==> src/rtl/multi_key_counter.sv <==
// Multi-channel key-driven up/down counter: per-key 2-FF sync + debounce, wrap or saturate stepping.
// Optional hold-to-repeat stepping is compiled in when KEY_AUTOREPEAT_EN is defined.
module multi_key_counter #(
  parameter int CHANNELS        = 2,
  parameter int WIDTH           = 4,
  parameter int DEBOUNCE_CYCLES = 16,
  parameter int SATURATE        = 0,
  parameter int REPEAT_DELAY    = 1024,
  parameter int REPEAT_PERIOD   = 256
) (
  input  logic                      clk,
  input  logic                      reset,
  input  logic [CHANNELS-1:0]       key_inc_n,
  input  logic [CHANNELS-1:0]       key_dec_n,
  input  logic                      clear,
  output logic [CHANNELS*WIDTH-1:0] count,
  output logic [CHANNELS-1:0]       limit
);

  localparam int KEYS = 2 * CHANNELS;
  localparam int DBW  = $clog2(DEBOUNCE_CYCLES + 1);

  if (DEBOUNCE_CYCLES < 1 || REPEAT_DELAY < 1 || REPEAT_PERIOD < 1) begin : g_param_check
    $error("multi_key_counter: DEBOUNCE_CYCLES, REPEAT_DELAY and REPEAT_PERIOD must be >= 1");
  end

  // Returns {limit, next value} for a single step in the selected overflow mode.
  function automatic logic [WIDTH:0] step_val(input logic [WIDTH-1:0] v, input logic up);
    logic [WIDTH-1:0] max_v;
    max_v = '1;
    if (up) begin
      if (v == max_v) return {1'b1, (SATURATE != 0) ? max_v : WIDTH'(0)};
      return {1'b0, v + WIDTH'(1)};
    end
    if (v == WIDTH'(0)) return {1'b1, (SATURATE != 0) ? WIDTH'(0) : max_v};
    return {1'b0, v - WIDTH'(1)};
  endfunction

  logic [KEYS-1:0]  raw_keys;
  logic [KEYS-1:0]  sync1_q, sync2_q;
  logic [KEYS-1:0]  deb_q, deb_d, deb_prev_q;
  logic [DBW-1:0]   dbc_q [KEYS];
  logic [DBW-1:0]   dbc_d [KEYS];
  logic [KEYS-1:0]  evt;
  logic [WIDTH-1:0] cnt_q [CHANNELS];
  logic [WIDTH-1:0] cnt_d [CHANNELS];
  logic [CHANNELS-1:0] lim_q, lim_d;

  // Inc keys occupy the low half of every per-key vector, dec keys the high half.
  assign raw_keys = {key_dec_n, key_inc_n};

  always_comb begin
    deb_d = deb_q;
    for (int k = 0; k < KEYS; k++) begin
      dbc_d[k] = '0;
      if (sync2_q[k] != deb_q[k]) begin
        if (dbc_q[k] == DBW'(DEBOUNCE_CYCLES - 1)) deb_d[k] = sync2_q[k];
        else                                      dbc_d[k] = dbc_q[k] + DBW'(1);
      end
    end
  end

`ifdef KEY_AUTOREPEAT_EN
  localparam int RPT_MAX = (REPEAT_DELAY > REPEAT_PERIOD) ? REPEAT_DELAY : REPEAT_PERIOD;
  localparam int RW      = $clog2(RPT_MAX + 1);

  logic [RW-1:0]   rpt_q [KEYS];
  logic [RW-1:0]   rpt_d [KEYS];
  logic [KEYS-1:0] rpt_rep_q, rpt_rep_d, rpt_fire;

  // rpt_q counts cycles since the press event; rpt_rep_q selects delay vs period target.
  always_comb begin
    rpt_rep_d = '0;
    rpt_fire  = '0;
    for (int k = 0; k < KEYS; k++) begin
      rpt_d[k] = '0;
      if (!deb_q[k] && !clear) begin
        if (rpt_q[k] == (rpt_rep_q[k] ? RW'(REPEAT_PERIOD) : RW'(REPEAT_DELAY))) begin
          rpt_fire[k]  = 1'b1;
          rpt_d[k]     = RW'(1);
          rpt_rep_d[k] = 1'b1;
        end else begin
          rpt_d[k]     = rpt_q[k] + RW'(1);
          rpt_rep_d[k] = rpt_rep_q[k];
        end
      end
    end
  end

  always_ff @(posedge clk) begin
    if (reset) begin
      rpt_rep_q <= '0;
      for (int k = 0; k < KEYS; k++) rpt_q[k] <= '0;
    end else begin
      rpt_rep_q <= rpt_rep_d;
      for (int k = 0; k < KEYS; k++) rpt_q[k] <= rpt_d[k];
    end
  end

  assign evt = (deb_prev_q & ~deb_q) | rpt_fire;
`else
  assign evt = deb_prev_q & ~deb_q;
`endif

  always_comb begin
    lim_d = '0;
    for (int c = 0; c < CHANNELS; c++) begin
      logic [WIDTH:0] r;
      r        = '0;
      cnt_d[c] = cnt_q[c];
      if (clear) begin
        cnt_d[c] = '0;
      end else if (evt[c] && !evt[CHANNELS+c]) begin
        r        = step_val(cnt_q[c], 1'b1);
        cnt_d[c] = r[WIDTH-1:0];
        lim_d[c] = r[WIDTH];
      end else if (evt[CHANNELS+c] && !evt[c]) begin
        r        = step_val(cnt_q[c], 1'b0);
        cnt_d[c] = r[WIDTH-1:0];
        lim_d[c] = r[WIDTH];
      end
    end
  end

  always_ff @(posedge clk) begin
    if (reset) begin
      sync1_q    <= '1;
      sync2_q    <= '1;
      deb_q      <= '1;
      deb_prev_q <= '1;
      lim_q      <= '0;
      for (int k = 0; k < KEYS; k++)     dbc_q[k] <= '0;
      for (int c = 0; c < CHANNELS; c++) cnt_q[c] <= '0;
    end else begin
      sync1_q    <= raw_keys;
      sync2_q    <= sync1_q;
      deb_q      <= deb_d;
      deb_prev_q <= deb_q;
      lim_q      <= lim_d;
      for (int k = 0; k < KEYS; k++)     dbc_q[k] <= dbc_d[k];
      for (int c = 0; c < CHANNELS; c++) cnt_q[c] <= cnt_d[c];
    end
  end

  always_comb begin
    count = '0;
    for (int c = 0; c < CHANNELS; c++) count[c*WIDTH +: WIDTH] = cnt_q[c];
  end

  assign limit = lim_q;

endmodule

==> config.mk <==
export PLATFORM = sky130hd
export DESIGN_NAME = multi_key_counter
export DESIGN_NICKNAME = d
export VERILOG_FILES = /design/src/rtl/multi_key_counter.sv
export SDC_FILE = /design/constraint.sdc
export NUM_CORES = 1
export LEC_CHECK = 0
export ABC_CLOCK_PERIOD_IN_PS = 5700
export BUFFER_PORTS_ARGS = -buffer_cell sky130_fd_sc_hd__buf_2
export CORE_ASPECT_RATIO = 2
export CORE_MARGIN = 2
export CORE_UTILIZATION = 62
export CTS_CLUSTER_SIZE = 25
export DETAILED_ROUTE_END_ITERATION = 8
export GPL_TIMING_DRIVEN = 1
export PLACE_DENSITY = 0.84
export SETUP_SLACK_MARGIN = 0.4
export SYNTH_ARGS = -nofsm -noshare
export SYNTH_HDL_FRONTEND = slang
export SYNTH_SLANG_ARGS = --single-unit
==> constraint.sdc <==
create_clock -name clk -period 5.7 [get_ports clk]
set_clock_uncertainty 0.2 [all_clocks]
set_input_delay 0.285 -clock clk [delete_from_list [all_inputs] [get_ports clk]]
set_output_delay 0.285 -clock clk [all_outputs]
set_load 0.02 [all_outputs]
Word level (Yosys, flattened, before mapping)
Memories as Yosys holds them, arrays and structs flattened.
Cells that the tools add are included.
- $add $sub $neg: 8
- eq/ne operators: 10
- muxes and demuxes: 65
- bitwise gates (word level): 8
- reductions and logical operators: 15
- operator list (operator ; count):
    $mux 5 ; 26
    $mux 4 ; 8
    $mux 1 ; 31
    $add 5x1->5 const B ; 4
    $eq 5x4->1 const B ; 4
    $add 4x1->4 const B ; 2
    $eq 4x4->1 const B ; 2
    $logic_not 4->1 ; 2
    $reduce_and 2->1 ; 4
    $sub 4x1->4 const B ; 2
    $or 1x1->1 ; 6
    $and 4x4->4 ; 1
    $logic_and 1x1->1 ; 4
    $logic_not 1->1 ; 4
    $ne 1x1->1 ; 4
    $not 4->4 ; 1
    $reduce_or 2->1 ; 1
- register bits: 18
- memory bits (writable): 28
- input bits: 7
- output and inout bits: 10
- logic and storage cells: 116
- memories kept: 2
- memory list (memory ; words ; bits a word ; read ports ; clocked after Yosys merged registers in ; write ports ; RTL line ; text):
    dbc_q ; 4 ; 5 ; 4 ; 0 ; 4 ; 42 ; logic [DBW-1:0] dbc_q [KEYS];
    cnt_q ; 2 ; 4 ; 2 ; 0 ; 2 ; 45 ; logic [WIDTH-1:0] cnt_q [CHANNELS];

Longest topological paths before layout
- depth after elaboration: 14
- gate-level depth with buffers: 8
- depth with buffers taken out: 7

Least setup slack after synthesis
No wires, ideal clock.
- path kind: register -> register
- start point: register deb_q[1]
- end point: memory cnt_q[1][0], in the netlist cnt_q[0][4]
- setup time: 0.079 ns
- arrival: 1.520 ns
- data required time: 5.421 ns
- slack: 3.900 ns
- cell stages (with the launch flop): 9
- path buffers: 1
- clock period less this slack: 1.800 ns
- cells stage by stage: dfxtp_1 -> nand2b_1 -> inv_1 -> ha_1 -> buf_4 -> or3b_4 -> a21oi_1 -> nor3_1 -> a211oi_2
- RTL lines (element ; RTL line ; text):
    from (decl) ; 41 ; logic [KEYS-1:0] deb_q, deb_d, deb_prev_q;
    from (signal assigned) ; 129 ; deb_q <= '1;
    from (signal assigned) ; 137 ; deb_q <= deb_d;
    to (decl) ; 45 ;

Final worst setup path
- start point: register deb_q[0]
- end point: register lim_q[0], in the netlist limit[0]
- cells in the longest elaborated chain, start to end: 6
- elaborated cells between the ends (all ways): 7
- classes of those cells: 2 x mux; 2 x bitwise; 3 x reduce/logical
- ends and longest elaborated chain (element ; RTL line ; text):
    $not 4->4 (*) ; 102 ; assign evt = deb_prev_q & ~deb_q;
    $and 4x4->4 (*) ; 102 ;
    $logic_not 1->1 ; 117 ; end else if (evt[CHANNELS+c] && !evt[c]) begin
    $logic_and 1x1->1 ; 117 ;
    $mux 1 ; 117 ;
    $mux 1 (*) ; 113 ; end else if (evt[c] && !evt[CHANNELS+c]) begin
    to (signal assigned) ; 139 ; lim_q <= lim_d;
    to (decl) ; 47 ; logic [CHANNELS-1:0] lim_q, lim_d;
Mark *: on every way between the ends. The rest lies on a longest branch, timed or not.
A chain may end at the register's enable or synchronous reset.

==> flow_summary.toml <==
[logic_synthesis]
synth_common_cells = "46 x dfxtp_1, 30 x nor2_1, 16 x ha_1, 16 x inv_1, 13 x or2_2"
synthXorXnorAreaFrac = 0.0700
syn_area_per_cell_um2 = 9.71
synth_edf_count = 0
yosysTopAreaCellShare = 0.460
synthCells = 206
synth_top_family_by_area = "simple AND/OR/NAND/NOR gates"
synth.net_count = 229
ys.flop_type = "dfxtp_1"
synth_compound_area_frac = 0.106
muxShareOfSynthArea = 0.0100
yosys.area_share.simple = 0.197
yosys.area.top_type = "dfxtp_1"
synth_area_leaders = "dfxtp_1 46%, ha_1 10%, nor2_1 5.6%"
yosysMostFrequentCell = "dfxtp_1"
synth-seq-cells = 46
synth-adder-area-share = 0.100
syn-cell-area_mm2 = 0.00200
ys_seq_area_frac = 0.460
async_flop_share = 0
synth_warnings = 0
ys_types = 28

[power_and_ir_drop]
p_switching_w = 0.000113
seqPwrFrac = 0.569
power_density_mw_per_mm2 = 258
p_int_w = 0.000460
switching_share = 0.197
vdd_drop_max_mv = 0.220
clkPwrFrac = 0.409
power_frac_comb = 0.022
p_leak_nw = 0.934

[floorplan]
dieArea_mm2 = 0.00372
core_mm2 = 0.00312
core.rowCount = 29
initial_core_util = 0.641
die_h_um = 84.3
ios = 17
fp.dieW_um = 44.2

[timing]
min_period_ns = 1.89
period_share = 0.332
relSlewSlack = 0.793
setup_viol = 0
final-hold-violation-count = 0
fmax_ghz = 0.528
rsz0062_at_grt = "no"
worstMarginPinSlew_ns = 0.310
fin_setup_tns_ns = 0
slew_viol_final = 0

[global_route]
grt_util_all_layers = 0.188
antenna_found_initial = 0
grt_pass1_vias = 1327
grt_overflow = 0
grt_max_degree = 22
grt_pass1_wl_um = 5280

[clock_network]
numCtsBuffers = 5
cts_tree = "built"
clk_latency_ns = 0.30
cts_resized = 0
cts_setup_buffers = 0
cts_buffer_depth = 2
h-tree-depth = 2
root_buffer = "clkbuf_8"
clkTransAtPathRegs_ns = 0.08
cts.sinks = 46

[worst_setup_path]
crit_required_ns = 5.74
cp_max_fo = 7
cp.arrival_ns = 1.93
startpoint_type = "register"
end_kind = "register"
crit_type = "register to register"

[finish]
fin_area_mm2 = 0.00222
antenna_cells = 0
area_delta_synth_final_pct = 10.8
post_layout_nonfiller_instances = 258
drive_above_1_share = 0.189
layout.nets = 249
nFillCells = 262

[placement]
port_buffers = 16
dp_hpwl_um = 2150
dp.cells = 246
place_area_mm2 = 0.00207
gp_routability_congestion = 0.847

[hold_path]
hold_path_class = "primary input to register"

[routing]
dr.pass1.iters = 4
vias = 1410
drt_iter0_markers = 20
drt_wl_total_um = 2990
drtAntennaViolNets = 0
drcViolationCount = 0
vias_per_cell = 5.47
avgRoutedWirePerCell_um = 11.6

[job]
drv_cap = 0

[run_status]
status = "completed"
==> flip-flops by register name (all words and copies together), names as in the netlist <==
signal	cells
dbc_q	20
cnt_q	8
deb_prev_q	4
deb_q	4
sync1_q	4
sync2_q	4
limit	2
==> power by group through the flow <==
stage	clock network (W)	logic, W	registers, W
global route	0.000255	0.0000142	0.000327
detailed placement	0	0.0000105	0.000334
floorplan	0	0.00000771	0.000333
CTS	0.000244	0.0000126	0.000326
finish	0.000234	0.0000125	0.000326
global placement	0	0.0000103	0.000334
==> final cells by class <==
class | instances | area [um^2] | share of cell area
flip-flops and latches | 46 | 921 | 0.416
clock inverters | 3 | 40.0 | 0.0181
multi-input cells | 137 | 967 | 0.436
clock buffers | 5 | 68.8 | 0.0311
inverters | 16 | 60.1 | 0.0271
well taps | 31 | 38.8 | 0.0175
repair buffers | 20 | 120 | 0.0542
==> worst max-delay path, cell delays in order, from the launching register on <==
cell and delay (ns):
dfxtp_1 0.37, nand2b_1 0.14, inv_1 0.05, ha_1 0.29, or3b_4 0.41, nor3b_1 0.21
a41oi_1 0.07, nor2_1 0.10
==> cell usage in the layout (no fill, tap or decap), drive strengths merged, types with 10 or more instances in the layout <==
master and instances:
inv 16, ha 16, xnor2 10, or2 13
nor2 30, buf 16, dfxtp 46
==> what timing repair did <==
action	in CTS	in global routing
setup endpoints to repair	0	0
hold buffers	4	0
hold endpoints to repair	4	0
==> layer usage <==
metal,vias up,share of wire,GRT usage
met4,0,0.027,0.0964
met1,651,0.38,0.182
met5,-,0,0
met2,22,0.56,0.341
li1,728,-,-
met3,9,0.033,0.0516
==> stage by stage <==
step,util,setup slack (ns),hold slack [ns],power (W)
floorplan,-,3.90,0.189,0.000341
global placement,0.662,3.88,0.191,0.000344
detailed placement,0.662,3.83,0.196,0.000344
CTS,0.710,3.80,0.199,0.000583
global route,0.710,3.67,0.228,0.000596
finish,0.710,3.81,0.206,0.000573
==> path summary, 6_finish.rpt <==
| kind | slack [ns] | end | from | depth (start not counted) |
|---|---|---|---|---|
| hold / removal | 0.21 | deb_q[2] | reset | 2 |
| setup / recovery | 3.81 | limit[0] | deb_q[0] | 7 |
| hold reg to reg | 0.21 | sync2_q[1] | sync1_q[1] | 1 |
| setup reg to reg | 3.81 | limit[0] | deb_q[0] | 7 |
==> logic make-up (layout without fill, tap and decap cells) <==
logic type / after synthesis / in the layout
flip-flops: 46 / 46
XOR/XNOR: 16 / 16
buffers and inverters: 23 / 44
adder cells (fa/ha/maj): 16 / 16
multiplexers: 2 / 2
AND/OR/NAND/NOR: 75 / 75
AO/OA/AOI/OAI: 28 / 28
Power figures use the tool's default switching activity.
